--- config.mk ---
export PLATFORM = sky130hd
export DESIGN_NAME = memory
export DESIGN_NICKNAME = d
export VERILOG_FILES = /design/src/rtl/memory.sv
export SDC_FILE = /design/constraint.sdc
export NUM_CORES = 1
export LEC_CHECK = 0
export CORE_MARGIN = 2
export CORE_UTILIZATION = 30
export CTS_CLUSTER_DIAMETER = 120
export DETAILED_ROUTE_END_ITERATION = 10
export DONT_BUFFER_PORTS = 1
export HOLD_SLACK_MARGIN = 0.1
export PLACE_DENSITY = 0.44
export SYNTH_ARGS = -nofsm -noshare
export SYNTH_HDL_FRONTEND = slang
export SYNTH_SLANG_ARGS = --single-unit
export TNS_END_PERCENT = 5
--- constraint.sdc ---
create_clock -name clk -period 1.3 [get_ports clk]
set_clock_uncertainty 0.2 [all_clocks]
set_input_delay 0.26 -clock clk [delete_from_list [all_inputs] [get_ports clk]]
set_output_delay 0.26 -clock clk [all_outputs]
set_load 0.005 [all_outputs]
--- src/rtl/memory.sv ---
// rtl/memory.sv - single-port synchronous RAM with registered read data and ready; optional MEMORY_CLEAR_EN clears mem on reset
module memory #(
  parameter int WIDTH      = 8,
  parameter int DEPTH      = 16,
  parameter int ADDR_WIDTH = $clog2(DEPTH)
) (
  input  logic                  clk,
  input  logic                  res,
  input  logic [ADDR_WIDTH-1:0] addr,
  input  logic                  wr_rd,
  input  logic [WIDTH-1:0]      wdata,
  output logic [WIDTH-1:0]      rdata,
  input  logic                  valid,
  output logic                  ready
);

  // Storage kept as one flat array so hierarchical backdoor access lands on it directly.
  logic [WIDTH-1:0] mem [0:DEPTH-1];

  // A write only happens when the request is sampled outside reset.
  logic do_write;
  logic do_read;

  // Decode the sampled request; reset masks both operations so an in-flight write is aborted.
  always_comb begin
    do_write = 1'b0;
    do_read  = 1'b0;
    if (!res && valid) begin
      do_write = wr_rd;
      do_read  = !wr_rd;
    end
  end

`ifdef MEMORY_CLEAR_EN
  // Array update: reset wipes every location asynchronously, otherwise accept the write.
  always_ff @(posedge clk or posedge res) begin
    if (res) begin
      for (int i = 0; i < DEPTH; i++) begin
        mem[i] <= '0;
      end
    end else if (do_write) begin
      mem[addr] <= wdata;
    end
  end
`else
  // Array update: reset leaves contents alone, a write sampled while res is high is dropped.
  always_ff @(posedge clk) begin
    if (do_write) begin
      mem[addr] <= wdata;
    end
  end
`endif

  // Registered read data; holds across writes and idle cycles, forced to 0 by reset.
  always_ff @(posedge clk or posedge res) begin
    if (res) begin
      rdata <= '0;
    end else if (do_read) begin
      rdata <= mem[addr];
    end
  end

  // ready reflects whether the previous edge sampled a request; every request completes in one cycle.
  always_ff @(posedge clk or posedge res) begin
    if (res) begin
      ready <= 1'b0;
    end else begin
      ready <= valid;
    end
  end

endmodule

==> results of run 1 <==
-- registers in the layout, indices dropped and copies added, names as in the netlist --
register / cells
rdata: 8
mem: 128
ready: 1
-- logic make-up (layout without fill, tap and decap cells) --
logic type / Yosys count / count (layout) / share of synthesized area, %
other cells: 0 / 1 / 0
flops: 137 / 137 / 74.8
simple gates: 60 / 60 / 5.49
compound gates: 37 / 37 / 4.97
mux: 56 / 56 / 12.3
buf+inv: 19 / 68 / 2.51
-- layout by cell type, fill, tap and decap left out, types with 6 or more instances in the layout --
master          count
buf_4              16
mux4_2              8
clkinvlp_4          6
dlymetal6s4s_1      8
o22ai_1            13
nor2_4             13
edfxtp_1          128
nor2_1             11
clkbuf_16          17
dfrtp_1             9
mux2i_1            48
buf_12              8
-- critical path: stages, from the launching register on --
cell	delay, ns
edfxtp_1	0.36
mux4_2	0.50
a2bb2oi_2	0.15
nand3_2	0.11
a21oi_2	0.07
-- final cells by class --
class / count / area [µm²]
diodes: 1 / 2.50
clock buffers: 17 / 425
clock inverters: 15 / 135
fillers: 1645 / 11100
inverters: 1 / 7.51
multi-input cells: 153 / 1500
flip-flops and latches: 137 / 4070
well taps: 229 / 287
repair buffers: 35 / 410
-- metrics by stage --
step,area [µm²],instances
6_report,6840,588
5_1_grt,6840,587
4_1_cts,6780,587
3_5_place_dp,6080,544
3_3_place_gp,6080,544
2_1_floorplan,5660,309
-- layer usage --
metal	part of all wire [%]	routed length [µm]
met1	47	5910
met2	47	6020
met3	4.9	622
met4	1.0	129
met5	0	0
-- power breakdown --
group / internal (mW) / switching [mW] / total [mW]
Clock: 2.77 / 1.76 / 4.54
Combinational: 0.221 / 0.264 / 0.485
Sequential: 4.90 / 0.0495 / 4.95
-- final timing paths --
path / end / slack (ns) / cells past startpoint
hold reg to reg: rdata[6]$_DFFE_PP0P_ / 0.38 / 2
max in group asynchronous: rdata[7]$_DFFE_PP0P_ / 0.16 / 4
hold / removal: rdata[6]$_DFFE_PP0P_ / -0.18 / 2
min in group asynchronous: rdata[4]$_DFFE_PP0P_ / 0.60 / 4
setup / recovery: rdata[7]$_DFFE_PP0P_ / -0.21 / 4
setup reg to reg: rdata[7]$_DFFE_PP0P_ / -0.21 / 4
-- repair_timing --
action                                  in CTS  in global routing
endpoints found under the setup margin      12                152
hold endpoints to repair                   210                 72
pin swaps                                    4                  3
resized for setup                           10                 17
==> results_dict.tcl, run 1 <==
set metrics [dict create \
    status "complete, but fails checks" \
    violations "negative hold slack, negative setup slack" \
    wirelength_um 12700 \
    ys_seq_area_share_pct 74.8 \
    met2_usage_pct 22.0 \
    cts_tree "done" \
    ys_top_cells_by_count "edfxtp_1, mux2i_1, nor2_1" \
    synth_async_sr_flop_share_pct 6.57 \
    synth_top_cell_by_area "edfxtp_1" \
    use_met3_pct 5.18 \
    synthDistinctLibCells 32 \
    crit_required_ns 1.39 \
    drt-pass1-iter-count 4 \
    grt_max_degree 44 \
    clockBufferDepth 2 \
    leakage_nw 2.35 \
    min_period_ns 1.51 \
    insertion_delay_ns 0.42 \
    synth_edf_count 128 \
    dieArea_mm2 0.0192 \
    r2r_start "mem[12][7]$_DFFE_PP_" \
    peakVddDrop_mv 0.933 \
    worstMarginPinSlew_ns 0.777 \
    fmax_ghz 0.663 \
    grt-ovfl-total 0 \
    start_util_pct 30.4 \
    cp-start-kind "register" \
    gr-usage-met1_pct 18.5 \
    numCtsBuffers 17 \
    ios 25 \
    ant_nets 0 \
    antenna_found_initial 1 \
    place_congestion 0.747 \
    crit_type "reg2reg" \
    syn_inst 309 \
    cellPowerDensity_mw_per_mm2 1460 \
    cp_max_fo 1 \
    worst_slack_ns -0.207 \
    ys_warn_count 0 \
    drtIter0Drc 156 \
    slew_headroom_pct 48.2 \
    netlist_top_cells_area "edfxtp_1, mux2i_1, dfrtp_1, mux4_2, nor2_1" \
    hold_start "addr[2]" \
    post_cts_buffers 0 \
    io_buffers 0 \
    die_w_um 139 \
    drc 0 \
    final_net_count 361 \
    grt_util_all_layers_pct 14.1 \
    routed-via-count 2794 \
    syn_area_per_cell_um2 17.6 \
    hold_buffers 11 \
    synth_ff_type "edfxtp_1" \
    report.final.slew_viol_count 0 \
    core_area_mm2 0.0179 \
    post-place-ws_ns -0.356 \
    drive_above_1_share_pct 30.2 \
    yosysMostFrequentCell "edfxtp_1" \
    critPathLaunch "mem[12][7]$_DFFE_PP_" \
    grt_pass1_vias 2996 \
    syn2layout_area_growth_pct 25.7 \
    netlist_area_mm2 0.00544 \
    grt_pass1_wl_um 19400 \
    holdCritPathClass "in2reg" \
    cts-root-buf "clkbuf_16" \
    rsz0062_at_grt "true" \
    fin_crit_sh_pct 116 \
    hold_viol 35 \
    clk_transition_reported_paths_ns 0.06 \
    drv_cap 0 \
    end_kind "register" \
    die_h_um 139 \
    fin_hold_ws_ns -0.176 \
    worstPathArrival_ns 1.60 \
    clkSinkCount 137 \
    setup_violations 8 \
    top_usage_layer "met2" \
    syn_nets 325 \
    tns_ns -1.30 \
    finish.utilization_pct 38.2 \
    p_total_mw 9.97 \
    synth_top_area_share_pct 70.6 \
    synth_seq_cells 137 \
    wl_per_cell_um 21.6 \
    dpl.hpwl_um 8160 \
    htree_levels 4 \
    rows 49 \
    via_per_inst 4.75 \
]
(Power assumes the default switching activity.)
==> inputs of run 2 (changes only) <==
Settings changed: CELL_PAD_IN_SITES_DETAIL_PLACEMENT set to 2, CELL_PAD_IN_SITES_GLOBAL_PLACEMENT set to 2, HOLD_SLACK_MARGIN 0.1 to unset, PLACE_DENSITY 0.44 to 0.54, SETUP_SLACK_MARGIN set to 0.1.
==> results_dict.tcl, run 2 (same netlist as run 1, synthesis figures left out) <==
set metrics [dict create \
    status "complete, but fails checks" \
    violations "negative hold slack, negative setup slack" \
    min_period_ns 1.54 \
    grt_util_all_layers_pct 16.0 \
    wl_per_cell_um 24.6 \
    regMostFlops "mem" \
    drive_above_1_share_pct 29.8 \
    wirelength_um 14400 \
    insertion_delay_ns 0.42 \
    layout_common_cells "edfxtp_1, mux2i_1, clkbuf_16" \
    routed-via-count 2882 \
    peakVddDrop_mv 0.959 \
    drtIter0Drc 177 \
    drc 0 \
    cellPowerDensity_mw_per_mm2 1500 \
    gr-usage-met1_pct 22.0 \
    io_buffers 0 \
    hold_viol 40 \
    rsz0062_at_grt "true" \
    numCtsBuffers 17 \
    die_w_um 139 \
    rows 49 \
    start_util_pct 30.4 \
    clkSinkCount 137 \
    die_h_um 139 \
    fin_hold_ws_ns -0.217 \
    hold_buffers 10 \
    critPathLaunch "mem[12][6]$_DFFE_PP_" \
    dpl.hpwl_um 9180 \
    end_kind "register" \
    antenna_found_initial 0 \
    met2_usage_pct 24.1 \
    clockBufferDepth 2 \
    clk_transition_reported_paths_ns 0.06 \
    drv_cap 0 \
    final_common_cell "edfxtp_1" \
    largest_reg_flops 128 \
    top_usage_layer "met2" \
    fmax_ghz 0.649 \
    worstMarginPinSlew_ns 0.796 \
    reg.largest.list "mem: 128 flops, rdata: 8 flops, ready: 1 flops" \
    worstPathArrival_ns 1.65 \
    final_net_count 359 \
    leakage_nw 2.37 \
    cp_max_fo 1 \
    syn2layout_area_growth_pct 26.6 \
    post-place-ws_ns -0.404 \
    crit_required_ns 1.41 \
    htree_levels 4 \
    drt-pass1-iter-count 4 \
    cts_tree "done" \
    grt_pass1_vias 3135 \
    via_per_inst 4.93 \
    dp.cells 543 \
    hold_start "addr[2]" \
    grt_max_degree 44 \
    cts-root-buf "clkbuf_16" \
    core_area_mm2 0.0179 \
    cp-start-kind "register" \
    dieArea_mm2 0.0192 \
    crit_type "reg2reg" \
    report.final.slew_viol_count 0 \
    setup_violations 9 \
    grt-ovfl-total 0 \
    use_met3_pct 4.42 \
    ios 25 \
    finalNonFillerCells 585 \
    grt_pass1_wl_um 21600 \
    fin_crit_sh_pct 119 \
    ant_nets 0 \
    worst_slack_ns -0.241 \
    holdCritPathClass "in2reg" \
    slew_headroom_pct 46.9 \
    place_congestion 0.691 \
    r2r_start "mem[12][6]$_DFFE_PP_" \
    diodes 0 \
    post_cts_buffers 0 \
]
-- run 2: power by group --
part	switching [mW]	internal, mW	total, mW	leakage (nW)
combinational	0.276	0.222	0.498	0.823
sequential	0.0563	4.90	4.96	1.25
clock	1.74	3.16	4.91	0.291
-- run 2: timing repair --
action	CTS	global route
setup endpoints to repair	17	150
hold endpoints to repair	178	40
resized for setup	9	19
pin swaps	2	6
-- run 2: stage by stage --
stage | setup TNS [ns] | hold WS, ns | util, % | total power, mW | instance area, µm²
after floorplan | -49.97 | -0.153 | - | 5.39 | 5660
after global placement | -31.95 | -0.0451 | 34.1 | 5.42 | 6110
after CTS | -13.91 | -0.224 | 38.1 | 10.5 | 6820
after global routing | -1.92 | -0.235 | 38.5 | 10.7 | 6890
after detailed placement | -32.93 | -0.0352 | 34.1 | 5.43 | 6110
final | -1.36 | -0.217 | 38.5 | 10.4 | 6890
-- run 2: per-layer routing --
| layer | vias up | wire length, µm |
|---|---|---|
| met2 | 49 | 6750 |
| met3 | 17 | 658 |
| li1 | 1305 | - |
| met5 | - | 0 |
| met1 | 1511 | 6710 |
| met4 | 0 | 283 |
-- run 2: path summary, 6_finish.rpt --
check                      cells past startpoint                    to  slack, ns
setup / recovery                               4  rdata[6]$_DFFE_PP0P_      -0.24
hold / removal                                 2  rdata[6]$_DFFE_PP0P_      -0.22
setup reg to reg                               4  rdata[6]$_DFFE_PP0P_      -0.24
hold reg to reg                                2  rdata[6]$_DFFE_PP0P_       0.36
max in group asynchronous                      3  rdata[7]$_DFFE_PP0P_       0.67
min in group asynchronous                      3       ready$_DFF_PP0_       0.08
-- run 2: area by class of cell --
| cell class | instances | area, µm² |
|---|---|---|
| clock inverters | 12 | 155 |
| inverters | 1 | 7.51 |
| fillers | 1713 | 11000 |
| flip-flops and latches | 137 | 4070 |
| clock buffers | 20 | 437 |
| well taps | 229 | 287 |
| repair buffers | 33 | 434 |
| multi-input cells | 153 | 1500 |
-- run 2: worst max-delay path, cell delays in order (launching register included) --
cell	delay [ns]
edfxtp_1	0.37
mux4_2	0.55
a2bb2oi_2	0.20
nand3_2	0.07
a21oi_2	0.05
